File: src/rtl/sat_if.sv
// Sample bus for the signed saturator: the producer-side sample/qualifier
// and the registered saturated result with its overflow flags.
interface sat_if #(
  parameter int isz = 17,
  parameter int osz = 16
);
  // ena qualifies in for one edge; valid pulses one cycle later for every
  // accepted sample. There is no backpressure, so a new sample may arrive every cycle.
  logic                  ena;
  logic signed [isz-1:0] in;
  logic                  sticky_clr;
  logic signed [osz-1:0] out;
  logic                  valid;
  logic                  ovf_pos;
  logic                  ovf_neg;
  logic                  ovf_sticky;

  modport master (
    output ena, in, sticky_clr,
    input  out, valid, ovf_pos, ovf_neg, ovf_sticky
  );

  modport slave (
    input  ena, in, sticky_clr,
    output out, valid, ovf_pos, ovf_neg, ovf_sticky
  );
endinterface

File: src/rtl/sat.sv
// Registered signed saturator: clamps an isz-bit two's-complement sample to
// osz bits, with per-sample overflow flags and a sticky overflow status.
module sat #(
  parameter int isz = 17,
  parameter int osz = 16
) (
  input  logic  clk,
  input  logic  reset,
  sat_if.slave  s
);
  generate
    if (isz < osz) begin : g_bad_width
      $error("sat: isz (%0d) must be >= osz (%0d)", isz, osz);
    end
  endgenerate

  localparam logic [osz-1:0] MAX_VAL = {1'b0, {(osz-1){1'b1}}};
  localparam logic [osz-1:0] MIN_VAL = {1'b1, {(osz-1){1'b0}}};

  logic [isz-osz:0] top_bits;
  logic             fits;
  logic             clamp_pos;
  logic             clamp_neg;

  logic [osz-1:0] out_q, out_d;
  logic           valid_q, valid_d;
  logic           pos_q, pos_d;
  logic           neg_q, neg_d;
  logic           sticky_q, sticky_d;

  // The value fits when every bit from the sign down to bit osz-1 agrees.
  assign top_bits  = s.in[isz-1:osz-1];
  assign fits      = (&top_bits) | ~(|top_bits);
  assign clamp_pos = s.ena & ~fits & ~s.in[isz-1];
  assign clamp_neg = s.ena & ~fits &  s.in[isz-1];

  always_comb begin
    out_d    = out_q;
    valid_d  = s.ena;
    pos_d    = clamp_pos;
    neg_d    = clamp_neg;
    sticky_d = sticky_q;
    if (s.ena) begin
      if (clamp_pos)      out_d = MAX_VAL;
      else if (clamp_neg) out_d = MIN_VAL;
      else                out_d = s.in[osz-1:0];
    end
    // A clamp on the same edge as a clear keeps the flag set.
    if (clamp_pos || clamp_neg) sticky_d = 1'b1;
    else if (s.sticky_clr)      sticky_d = 1'b0;
  end

  always_ff @(posedge clk or negedge reset) begin
    if (!reset) begin
      out_q    <= '0;
      valid_q  <= 1'b0;
      pos_q    <= 1'b0;
      neg_q    <= 1'b0;
      sticky_q <= 1'b0;
    end else begin
      out_q    <= out_d;
      valid_q  <= valid_d;
      pos_q    <= pos_d;
      neg_q    <= neg_d;
      sticky_q <= sticky_d;
    end
  end

  assign s.out        = out_q;
  assign s.valid      = valid_q;
  assign s.ovf_pos    = pos_q;
  assign s.ovf_neg    = neg_q;
  assign s.ovf_sticky = sticky_q;
endmodule

File: src/flat_wrapper.sv
// flat-port wrapper written by rule: the top's interface ports become plain ports
module sat_flat 
#(
  parameter int isz = 17,
  parameter int osz = 16
)
  (clk, reset, s_ena, s_in, s_sticky_clr, s_out, s_valid, s_ovf_pos, s_ovf_neg, s_ovf_sticky);
  sat_if #(.isz(isz), .osz(osz)) s_i ();
  input  logic clk;
  input  logic reset;
  input wire logic [$bits(s_i.ena)-1:0] s_ena;
  input wire logic [$bits(s_i.in)-1:0] s_in;
  input wire logic [$bits(s_i.sticky_clr)-1:0] s_sticky_clr;
  output wire logic [$bits(s_i.out)-1:0] s_out;
  output wire logic [$bits(s_i.valid)-1:0] s_valid;
  output wire logic [$bits(s_i.ovf_pos)-1:0] s_ovf_pos;
  output wire logic [$bits(s_i.ovf_neg)-1:0] s_ovf_neg;
  output wire logic [$bits(s_i.ovf_sticky)-1:0] s_ovf_sticky;
  assign s_i.ena = s_ena;
  assign s_i.in = s_in;
  assign s_i.sticky_clr = s_sticky_clr;
  assign s_out = s_i.out;
  assign s_valid = s_i.valid;
  assign s_ovf_pos = s_i.ovf_pos;
  assign s_ovf_neg = s_i.ovf_neg;
  assign s_ovf_sticky = s_i.ovf_sticky;
  sat #(.isz(isz), .osz(osz)) u_core (.clk(clk), .reset(reset), .s(s_i));
endmodule
File: config.mk
export PLATFORM = sky130hd
export DESIGN_NAME = sat_flat
export DESIGN_NICKNAME = d
export VERILOG_FILES = /design/src/rtl/sat_if.sv /design/src/rtl/sat.sv /design/src/flat_wrapper.sv
export SDC_FILE = /design/constraint.sdc
export NUM_CORES = 1
export LEC_CHECK = 0
export BUFFER_PORTS_ARGS = -buffer_cell sky130_fd_sc_hd__buf_2
export CORE_MARGIN = 2
export CORE_UTILIZATION = 45
export DETAILED_ROUTE_END_ITERATION = 8
export PLACE_DENSITY = 0.76
export SYNTH_ARGS = -nofsm -noshare
export SYNTH_HDL_FRONTEND = slang
export SYNTH_SLANG_ARGS = --single-unit
File: constraint.sdc
create_clock -name clk -period 0.9 [get_ports clk]
set_clock_uncertainty 0.05 [all_clocks]
set_input_delay 0.09 -clock clk [delete_from_list [all_inputs] [get_ports clk]]
set_output_delay 0.09 -clock clk [all_outputs]
set_load 0.1 [all_outputs]
==> run summary, run 1 <==
## Setup path
• kind of start point of the critical path: register
• category of the worst setup path capture point: output pin
• endpoint of the most critical register-to-register path: u_core.s.out[6]
• buffering stage count on the worst path with inverters included: 1
• depth of the worst register-to-register path: 4
• worst-case register-to-register setup slack: -0.12 ns
• CP Max Fanout: 2
• delay of the slowest cell on the worst path: 0.52 ns
• Critical-path top delay cell: dfrtp_4
• Setup Crit Path Kind: register to output pin
• Critical Path RT: 0.76 ns
• Worst Path Arrival: 1.00 ns
• sequence of cells on the critical path: buf_12
• reg2reg start: u_core.s.out[6]
• Worst path top cell family by delay: flip-flops

## Power
• switching power of the nets: 0.001319 W
• Sequential Power Share: 0.368
• Lkg Pwr: 0.7831 nW
• combinational share of power: 0.494
• internal power consumption: 0.001814 W
• switching power as a share of total power: 0.4211
• power density over the cells: 1768 mW/mm^2
• fraction of power consumed by the clock network: 0.138
• Max VDD drop: 0.001457 V

## Hold path
• terminating pin of the worst hold path: u_core.s.ovf_sticky
• count of cells along the worst hold path: 3
• Worst Hold Launch: s_sticky_clr
• class of the tightest hold or removal check: input pin to register

## Floorplanning
• horizontal extent of the die: 49.73 um
• number of placed I/O pins: 41
• Cell Rows: 16
• height of the die: 49.73 um
• standard cell core area: 0.001962 sq mm
• die footprint: 0.002473 sq mm
• starting density of the core: 0.4796

## Synthesis
• top cells by area in the synthesized netlist: dfrtp_1, a21boi_0, o22ai_1, o21ai_0, inv_1
• register area share after synthesis: 0.5319
• Avg Inst Size Synth: 9.801 sq um
• Post-synth EDFFs: 0
• Post-Synthesis Cells: 96
• library cell occupying the most area in the post-synthesis netlist: dfrtp_1
• Async SR Flop Fraction: 1.000
• Synth Flop Type: dfrtp_1
• most numerous cell in the Yosys netlist: dfrtp_1
• count of state elements after synthesis: 20
• number of warnings printed during yosys synthesis: 0
• share of the synthesized area in the top cell type: 0.5319
• nets in the synthesized netlist: 117
• netlist area before placement: 940.9 sq um
• Unique masters post-synth: 17
• Post-synth top cells: dfrtp_1, inv_1, o22ai_1

## Layout
• final net count: 172
• Post-Layout Inst Area: 0.001772 sq mm
• # diodes: 0
• number of non-filler instances in the completed layout: 176
• Syn-to-layout area delta: 88.30%
• fraction of final layout cells with drive strength greater than 1: 0.6913
• number of filler cells placed in the layout: 86
• final core utilization: 0.9031

## Timing
• post-route minimum period: 1.142 ns
• headroom to the max-slew limit: 0.6906
• ratio of final minimum period to clock period: 1.269
• upper clock frequency limit: 875.6 MHz
• final setup margin: -0.2421 ns
• setup violators final: 28
• measured slew at the worst slew-check pin: 0.4641 ns
• final hold viol count: 0
• Slew Limit Fails: 0
• RSZ-0062 raised after global routing: yes

## Clock network
• clock tree from TritonCTS: done
• Clock Sink Count: 20
• number of levels the H-tree was split into: 1
• Clock Latency Late Sink: 0.30 ns
• CTS max path bufs: 2
• cell at the root of the clock tree: clkbuf_4
• TritonCTS buffer count: 3
• clock-pin transition on the worst setup and hold timing paths: 0.11 ns

## Detailed routing
• drt total wl: 3.113 mm
• Pre-Repair DR Iteration Count: 4
• routed wire length per instance: 17.69 um
• via count: 969
• violation count after the first detailed-route iteration: 15
• number of nets with antenna violations after detailed routing: 0
• post-detailed-route via-to-cell ratio: 5.506
• number of DRC violations after detailed routing: 0

## Global routing
• number of global-route vias before repair: 980
• first-pass GRT wire length: 4.429 mm
• all-layer global routing usage: 0.2346
• maximum number of pins on one net before global-route repair: 28
• number of antenna violations at the first check in global routing: 0
• remaining global-route overflow: 0

## Place
• IO buf count: 40
• Post-DP Area: 0.001536 sq mm
• last weighted congestion value of the routability-driven placer: 0.6230
• pre-CTS setup slack: -0.01539 ns
• half-perimeter wire length of the detailed placement result: 1.627 mm
• number of placed cells counting well taps: 157

## Status
• violated checks: negative setup slack
• status: finished with violations

## Flow run
• max-capacitance violation count: 0

cell type report:
class / count / area (sq um) / share of cell area
Multi-Input combinational cell: 51 / 364.1 / 0.2055
Sequential cell: 20 / 568.0 / 0.3206
Inverter: 16 / 60.06 / 0.03390
Tap cell: 27 / 33.78 / 0.01907
Clock buffer: 3 / 22.52 / 0.01271
Timing Repair Buffer: 59 / 723.2 / 0.4082
layout by cell type, fill, tap and decap left out, drive strengths merged, types with 3 or more instances in the layout:
cell type	instances
a21boi	15
buf	58
clkbuf	3
dfrtp	20
inv	16
o21ai	15
o22ai	15
registers in the layout (all words and copies together) (netlist names):
signal / cells
u_core.s.ovf_sticky: 1
u_core.s.ovf_pos: 1
u_core.s.out: 16
u_core.s.valid: 1
u_core.s.ovf_neg: 1
cells by family (layout without fill, tap and decap cells):
| group | after synthesis | count (layout) | synth area share |
|---|---|---|---|
| AND/OR/NAND/NOR | 3 | 3 | 0.01728 |
| multiplexers | 1 | 1 | 0.01197 |
| XOR/XNOR | 1 | 1 | 0.009310 |
| AO/OA/AOI/OAI | 46 | 46 | 0.3085 |
| buffers and inverters | 25 | 78 | 0.1210 |
| flip-flops | 20 | 20 | 0.5319 |
metal layers:
layer / GRT usage / wire [um] / share of wire
met2: 0.4356 / 1648 / 0.53
met1: 0.2673 / 1176 / 0.38
met3: 0.05152 / 193 / 0.062
met5: 0 / 0 / 0
met4: 0.06481 / 95 / 0.031
per-stage QoR:
| step | hold slack (ns) | TNS, ns | power, W |
|---|---|---|---|
| after global routing | 0.03686 | -5.369 | 0.003239 |
| after detailed placement | 0.01413 | -0.03653 | 0.002502 |
| after global placement | 0.007195 | 0 | 0.002473 |
| after floorplan | -0.2556 | -0.4917 | 0.001960 |
| after CTS | 0.03480 | -4.183 | 0.003002 |
| final | 0.03883 | -4.608 | 0.003133 |
repair_timing:
item / CTS / global route
endpoints found under the hold margin: 20 / 0
hold buffers: 1 / 0
setup endpoints to repair: 21 / 32
buffers inserted: 11 / 5
resized for setup: 3 / 18
pin swaps: 0 / 1
power groups by stage:
stage / logic, W / registers, W / clock network (W)
after floorplan: 0.000180 / 0.00178 / 0
after global placement: 0.00131 / 0.00116 / 0
after detailed placement: 0.00133 / 0.00117 / 0
after CTS: 0.00143 / 0.00114 / 0.000427
after global routing: 0.00160 / 0.00116 / 0.000474
final: 0.00155 / 0.00115 / 0.000434
worst max-delay path by stage:
stage / startpoint / cells past startpoint / end
2_1_floorplan: u_core.s.out[15] / 1 / u_core.s.out[15]
3_3_place_gp: u_core.s.out[15] / 1 / u_core.s.out[15]
3_5_place_dp: s_in[16] / 3 / u_core.s.out[9]
4_1_cts: u_core.s.out[5] / 1 / s_out[5]
5_1_grt: u_core.s.out[13] / 1 / s_out[13]
6_report: u_core.s.out[10] / 1 / s_out[10]
Power figures use the tool's default switching activity.
==> inputs of run 2 (changes only) <==
--- a/config.mk
+++ b/config.mk
@@ -7,2 +7,3 @@
 export LEC_CHECK = 0
+export ABC_AREA = 1
 export BUFFER_PORTS_ARGS = -buffer_cell sky130_fd_sc_hd__buf_2
@@ -11,3 +12,3 @@
 export DETAILED_ROUTE_END_ITERATION = 8
-export PLACE_DENSITY = 0.76
+export PLACE_DENSITY = 0.77
 export SYNTH_ARGS = -nofsm -noshare
==> constraint.sdc (replaced) <==
create_clock -name clk -period 0.9 [get_ports clk]
set_clock_uncertainty 0.05 [all_clocks]
set_input_delay 0.045 -clock clk [delete_from_list [all_inputs] [get_ports clk]]
set_output_delay 0.045 -clock clk [all_outputs]
set_load 0.1 [all_outputs]
==> run 2 against run 1 <==
Compared with the run above: the run still ends with negative setup slack left; setup slack gained 0.060 ns; critical path type unchanged; critical path depth is the same; hold slack gained 0.0039 ns.
==> run summary, run 2 <==
## Status
• status: finished with violations, unchanged
• violated checks: negative setup slack, unchanged

## Clock network
• clock tree from TritonCTS: done, unchanged
• Clock Sink Count: 20, unchanged
• TritonCTS buffer count: 3, unchanged
• cell at the root of the clock tree: clkbuf_4, unchanged
• Clock Latency Late Sink: 0.29 ns, was 0.30 ns
• clock-pin transition on the worst setup and hold timing paths: 0.10 ns, was 0.11 ns
• number of levels the H-tree was split into: 1, unchanged
• CTS max path bufs: 2, unchanged

## Timing
• headroom to the max-slew limit: 0.6990, was 0.6906
• measured slew at the worst slew-check pin: 0.4514 ns, was 0.4641 ns
• post-route minimum period: 1.082 ns, was 1.142 ns
• Slew Limit Fails: 0, unchanged
• final hold viol count: 0, unchanged
• setup violators final: 29, was 28
• RSZ-0062 raised after global routing: yes, unchanged
• upper clock frequency limit: 924.1 MHz, was 875.6 MHz
• ratio of final minimum period to clock period: 1.202, was 1.269
• final setup margin: -0.1821 ns, was -0.2421 ns

## Layout
• combined area of the multi-input logic cells: 335.3 sq um, was 364.1 sq um
• number of non-filler instances in the completed layout: 204, was 176
• most common cell after layout, fill and taps aside: nand2_1, was buf_12
• # diodes: 0, unchanged
• fraction of final layout cells with drive strength greater than 1: 0.5198, was 0.6913
• max FFs per register: 16, unchanged
• final core utilization: 0.9137, was 0.9031
• Syn-to-layout area delta: 92.92%, was 88.30%
• final net count: 200, was 172
• number of filler cells placed in the layout: 68, was 86
• most frequent cells in the layout: nand2_1, buf_2, buf_12, was buf_12, buf_2, dfrtp_4
• footprint of the flip-flops and latches: 568.0 sq um, unchanged

## Place
• IO buf count: 40, unchanged
• number of placed cells counting well taps: 178, was 157
• last weighted congestion value of the routability-driven placer: 0.7170, was 0.6230
• half-perimeter wire length of the detailed placement result: 1.735 mm, was 1.627 mm
• pre-CTS setup slack: -0.04348 ns, was -0.01539 ns

## Detailed routing
• drt total wl: 3.258 mm, was 3.113 mm
• Pre-Repair DR Iteration Count: 4, unchanged
• number of DRC violations after detailed routing: 0, unchanged
• via count: 996, was 969
• number of nets with antenna violations after detailed routing: 0, unchanged
• routed wire length per instance: 15.97 um, was 17.69 um
• post-detailed-route via-to-cell ratio: 4.882, was 5.506
• violation count after the first detailed-route iteration: 13, was 15

## Synthesis
• share of the synthesized area in the top cell type: 0.5442, was 0.5319
• Avg Inst Size Synth: 7.997 sq um, was 9.801 sq um
• Unique masters post-synth: 12, was 17
• Synth Flop Type: dfrtp_1, unchanged
• register area share after synthesis: 0.5442, was 0.5319
• Post-synth top cells: nand2_1, dfrtp_1, inv_1, was dfrtp_1, inv_1, o22ai_1
• Async SR Flop Fraction: 1.000, unchanged
• top cells by area in the synthesized netlist: dfrtp_1, nand2_1, nand3_1, inv_1, buf_6, was dfrtp_1, a21boi_0, o22ai_1, o21ai_0, inv_1
• most numerous cell in the Yosys netlist: nand2_1, was dfrtp_1
• Post-synth EDFFs: 0, unchanged
• netlist area before placement: 919.6 sq um, was 940.9 sq um
• library cell occupying the most area in the post-synthesis netlist: dfrtp_1, unchanged
• number of warnings printed during yosys synthesis: 0, unchanged
• Post-Synthesis Cells: 115, was 96
• count of state elements after synthesis: 20, unchanged
• nets in the synthesized netlist: 136, was 117

## Global routing
• first-pass GRT wire length: 5.037 mm, was 4.429 mm
• all-layer global routing usage: 0.2806, was 0.2346
• number of global-route vias before repair: 1102, was 980
• maximum number of pins on one net before global-route repair: 21, was 28
• number of antenna violations at the first check in global routing: 0, unchanged
• remaining global-route overflow: 0, unchanged

## Setup path
• Worst Setup SP: u_core.s.out[14], was u_core.s.out[10]
• Worst path top cell family by delay: flip-flops, unchanged
• buffering stage count on the worst path with inverters included: 1, unchanged
• Critical-path top delay cell: dfrtp_4, unchanged
• Critical Path RT: 0.81 ns, was 0.76 ns
• depth of the worst register-to-register path: 5, was 4
• category of the worst setup path capture point: output pin, unchanged
• reg2reg start: u_core.s.out[13], was u_core.s.out[6]
• kind of start point of the critical path: register, unchanged
• CP Max Fanout: 2, unchanged
• delay of the slowest cell on the worst path: 0.52 ns, about the same
• sequence of cells on the critical path: buf_12, unchanged
• endpoint of the most critical register-to-register path: u_core.s.out[13], was u_core.s.out[6]
• Worst Path Arrival: 0.99 ns, was 1.00 ns
• Setup Crit Path Kind: register to output pin, unchanged
• worst-case register-to-register setup slack: -0.11 ns, was -0.12 ns

## Hold path
• count of cells along the worst hold path: 3, unchanged
• Worst Hold Launch: s_ena, was s_sticky_clr
• terminating pin of the worst hold path: u_core.s.out[14], was u_core.s.ovf_sticky
• class of the tightest hold or removal check: input pin to register, unchanged

## Power
• Max VDD drop: 0.001475 V, was 0.001457 V
• power density over the cells: 1755 mW/mm^2, was 1768 mW/mm^2
• Lkg Pwr: 0.9100 nW, was 0.7831 nW

## Flow run
• max-capacitance violation count: 0, unchanged

## Floorplanning
• starting density of the core: 0.4736, was 0.4796
• horizontal extent of the die: 49.21 um, was 49.73 um
• height of the die: 49.21 um, was 49.73 um
• Cell Rows: 16, unchanged
• die footprint: 0.002421 sq mm, was 0.002473 sq mm
• standard cell core area: 0.001942 sq mm, was 0.001962 sq mm
• number of placed I/O pins: 41, unchanged

[run 2: cell count changes after synthesis, sizes merged, moves of 3 or more]
cell	change
a21boi	-15
buf	-3
inv	+4
nand2	+50
nand3	+17
o21ai	-14
o22ai	-15
[run 2: worst max path at each step]
stage / endpoint / slack, ns / depth (start not counted)
after detailed placement: u_core.s.out[0] / -0.04 / 5
final: s_out[14] / -0.18 / 1
after global placement: u_core.s.out[6] / 0.03 / 5
after floorplan: u_core.s.out[7] / -0.08 / 4
after CTS: s_out[2] / -0.18 / 1
after global routing: s_out[12] / -0.20 / 1
[run 2: layer usage]
layer  share of wire  GRT usage  wire length, um
met1            0.38     0.2880             1241
met2            0.55     0.5518             1794
met3           0.044    0.04601              144
met4           0.024     0.1095               77
met5               0          0                0
[run 2: report_power, final]
group	switching (W)	leakage, nW	total [W]	internal, W
sequential	0.000114	0.224	0.00116	0.00105
clock	0.000257	0.0138	0.000413	0.000156
combinational	0.000982	0.672	0.00154	0.000555
[run 2: cell type report]
class                   instances  share of cell area
flip-flops and latches         20              0.3202
multi-input cells              70              0.1890
well taps                      27             0.01904
clock buffers                   3             0.01269
inverters                      20             0.04231
repair buffers                 64              0.4168
[run 2: what timing repair did]
item / CTS / global route
resized for setup: 3 / 17
buffers inserted: 3 / 1
setup endpoints to repair: 21 / 35
gates cloned: 0 / 0
hold endpoints to repair: 38 / 0
hold buffers: 19 / 0
[run 2: cell families after synthesis]
logic type / count (synthesis) / share of synthesized area
AOI/OAI and AO/OA: 1 / 0.005437
and+or+nand+nor: 69 / 0.3184
buffers and inverters: 25 / 0.1320
DFF: 20 / 0.5442
[run 2: through the flow]
step	TNS, ns	hold WS, ns	power (W)	cell area (sq um)
floorplan	-1.191	-0.3006	0.002000	992.2
global placement	0	-0.04446	0.002518	1488
detailed placement	-0.1754	-0.03620	0.002551	1488
CTS	-3.290	0.03006	0.003037	1735
global route	-4.403	0.05834	0.003206	1774
finish	-3.613	0.04275	0.003113	1774
==> inputs of run 3 (changes only) <==
Settings changed: ABC_AREA 1 to unset, PLACE_DENSITY 0.77 to 0.76.
==> run 3 against run 2 <==
Compared with the run above: the flow still finishes with violations (negative setup slack); critical endpoint is now s_out[15]; largest power group unchanged; count of clock-buffer cells in the layout stayed put; design area rose by 5.6%; core utilization rose by 4.1 points; total power grew 4.7%; sequential cell count unchanged; wire length up 25%; global-route usage decreased by 1.8 points; hold slack lost 0.028 ns; clock power increased by 8.7%; register-to-register slack gained 0.05 ns; sequential power is essentially flat.
==> run summary, run 3 (same netlist as run 1, synthesis figures left out) <==
## Layout
• most common cell after layout, fill and taps aside: buf_12, was nand2_1
• max FFs per register: 16, unchanged
• # diodes: 0, unchanged
• number of filler cells placed in the layout: 50, was 68
• most frequent cells in the layout: buf_12, buf_2, dfrtp_4, was nand2_1, buf_2, buf_12
• combined area of the multi-input logic cells: 396.6 sq um, was 335.3 sq um
• final net count: 177, was 200
• Syn-to-layout area delta: 99.07%, was 92.92%
• fraction of final layout cells with drive strength greater than 1: 0.6948, was 0.5198
• Post-Layout Inst Area: 0.001873 sq mm, was 0.001774 sq mm
• footprint of the flip-flops and latches: 568.0 sq um, unchanged

## Timing
• upper clock frequency limit: 836.5 MHz, was 924.1 MHz
• headroom to the max-slew limit: 0.6901, was 0.6990
• ratio of final minimum period to clock period: 1.328, was 1.202
• final setup margin: -0.2955 ns, was -0.1821 ns
• final hold viol count: 0, unchanged
• post-route minimum period: 1.195 ns, was 1.082 ns
• measured slew at the worst slew-check pin: 0.4648 ns, was 0.4514 ns
• setup violators final: 34, was 29
• Slew Limit Fails: 0, unchanged
• final total negative setup slack: -4.080 ns, was -3.613 ns
• RSZ-0062 raised after global routing: yes, unchanged

## Power
• fraction of power consumed by the clock network: 0.138, was 0.133
• Sequential Power Share: 0.356, was 0.374
• Lkg Pwr: 0.8181 nW, was 0.9100 nW
• switching power as a share of total power: 0.4317, was 0.4346
• Max VDD drop: 0.001690 V, was 0.001475 V
• internal power consumption: 0.001852 W, was 0.001760 W
• switching power of the nets: 0.001407 W, was 0.001353 W
• combinational share of power: 0.507, was 0.494
• power density over the cells: 1740 mW/mm^2, was 1755 mW/mm^2

## Global routing
• number of global-route vias before repair: 1021, was 1102
• maximum number of pins on one net before global-route repair: 28, was 21
• first-pass GRT wire length: 4.871 mm, was 5.037 mm
• remaining global-route overflow: 0, unchanged
• number of antenna violations at the first check in global routing: 0, unchanged
• all-layer global routing usage: 0.2625, was 0.2806

## Detailed routing
• number of nets with antenna violations after detailed routing: 0, unchanged
• number of DRC violations after detailed routing: 0, unchanged
• routed wire length per instance: 22.52 um, was 15.97 um
• Pre-Repair DR Iteration Count: 4, unchanged
• violation count after the first detailed-route iteration: 27, was 13
• via count: 1041, was 996
• post-detailed-route via-to-cell ratio: 5.751, was 4.882
• drt total wl: 4.077 mm, was 3.258 mm

## Setup path
• Worst Path Arrival: 1.10 ns, was 0.99 ns
• sequence of cells on the critical path: buf_6 -> buf_12, was buf_12
• depth of the worst register-to-register path: 3, was 5
• Critical-path top delay cell: dfrtp_4, unchanged
• Critical Path RT: 0.81 ns, about the same
• reg2reg start: u_core.s.out[10], was u_core.s.out[13]
• category of the worst setup path capture point: output pin, unchanged
• CP Max Fanout: 2, unchanged
• Worst path top cell family by delay: flip-flops, unchanged
• Setup Crit Path Kind: register to output pin, unchanged
• worst-case register-to-register setup slack: -0.06 ns, was -0.11 ns
• kind of start point of the critical path: register, unchanged
• endpoint of the most critical register-to-register path: u_core.s.out[10], was u_core.s.out[13]
• delay of the slowest cell on the worst path: 0.51 ns, was 0.52 ns
• buffering stage count on the worst path with inverters included: 2, was 1

## Place
• last weighted congestion value of the routability-driven placer: 0.6115, was 0.7170
• Post-DP Area: 0.001544 sq mm, was 0.001488 sq mm
• half-perimeter wire length of the detailed placement result: 1.625 mm, was 1.735 mm
• IO buf count: 40, unchanged

## Status
• violated checks: negative setup slack, unchanged
• status: finished with violations, unchanged

## Hold path
• count of cells along the worst hold path: 2, was 3
• Worst Hold Launch: s_ena, unchanged
• class of the tightest hold or removal check: input pin to register, unchanged
• terminating pin of the worst hold path: u_core.s.valid, was u_core.s.out[14]

## Clock network
• Clock Latency Late Sink: 0.30 ns, was 0.29 ns
• clock-pin transition on the worst setup and hold timing paths: 0.12 ns, was 0.10 ns
• cell at the root of the clock tree: clkbuf_4, unchanged
• TritonCTS buffer count: 3, unchanged
• number of levels the H-tree was split into: 1, unchanged
• clock tree from TritonCTS: done, unchanged
• CTS max path bufs: 2, unchanged
• Clock Sink Count: 20, unchanged

## Floorplanning
• starting density of the core: 0.4796, was 0.4736
• horizontal extent of the die: 49.73 um, was 49.21 um
• height of the die: 49.73 um, was 49.21 um
• number of placed I/O pins: 41, unchanged
• die footprint: 0.002473 sq mm, was 0.002421 sq mm
• standard cell core area: 0.001962 sq mm, was 0.001942 sq mm
• Cell Rows: 16, unchanged

## Flow run
• max-capacitance violation count: 0, unchanged

[run 3: cell types whose count changed in the layout (fill, tap and decap cells not counted), moves of 5 or more]
cell	before	now
a21boi_0	0	11
buf_6	3	15
dlygate4sd3_1	19	6
inv_1	13	1
inv_4	0	6
nand2_1	35	1
nand2_2	15	0
nand3_1	16	0
o21ai_0	0	13
o22ai_1	0	5
o22ai_2	0	9
[run 3: worst max-delay path by stage]
stage                                   to  slack [ns]             start  cells past startpoint
after floorplan           u_core.s.out[15]       -0.17  u_core.s.out[15]                      1
after global placement    u_core.s.out[15]        0.03  u_core.s.out[15]                      1
after detailed placement  u_core.s.out[15]      -0.002  u_core.s.out[15]                      1
after CTS                        s_out[15]       -0.27  u_core.s.out[15]                      2
after global routing             s_out[15]       -0.31  u_core.s.out[15]                      2
final                            s_out[15]       -0.30  u_core.s.out[15]                      2
[run 3: per-stage QoR]
| step | cells | hold slack (ns) | power, W | setup WS [ns] | utilization |
|---|---|---|---|---|---|
| floorplan | 96 | -0.3006 | 0.001960 | -0.1705 | - |
| global placement | 158 | -0.03887 | 0.002478 | 0.02536 | 0.7870 |
| detailed placement | 158 | -0.03019 | 0.002511 | -0.001897 | 0.7870 |
| CTS | 181 | 0.006662 | 0.003056 | -0.2686 | 0.8935 |
| global route | 181 | 0.01033 | 0.003340 | -0.3070 | 0.9547 |
| finish | 181 | 0.01472 | 0.003259 | -0.2955 | 0.9547 |
[run 3: area by class of cell]
type	count	area share
Clock buffer	3	0.01202
Tap cell	27	0.01804
Inverter	16	0.04008
Multi-Input combinational cell	51	0.2118
Sequential cell	20	0.3033
Timing Repair Buffer	64	0.4148
[run 3: power by group through the flow]
stage / Sequential, W / Combinational, W / Clock, W
after floorplan: 0.00178 / 0.000180 / 0
after global placement: 0.00116 / 0.00132 / 0
after detailed placement: 0.00117 / 0.00134 / 0
after CTS: 0.00114 / 0.00149 / 0.000428
after global routing: 0.00117 / 0.00169 / 0.000478
final: 0.00116 / 0.00165 / 0.000449
[run 3: per-layer routing]
| metal | up-vias | part of all wire | GRT usage |
|---|---|---|---|
| met5 | - | 0 | 0 |
| met3 | 18 | 0.076 | 0.04545 |
| met4 | 0 | 0.050 | 0.06944 |
| li1 | 448 | - | - |
| met2 | 70 | 0.54 | 0.4889 |
| met1 | 505 | 0.33 | 0.3069 |
[run 3: timing repair]
item	CTS	global route
pin swaps	0	4
setup buffers	14	4
hold buffers	6	0
hold endpoints to repair	25	0
gates resized for setup	5	33
endpoints found under the setup margin	21	35
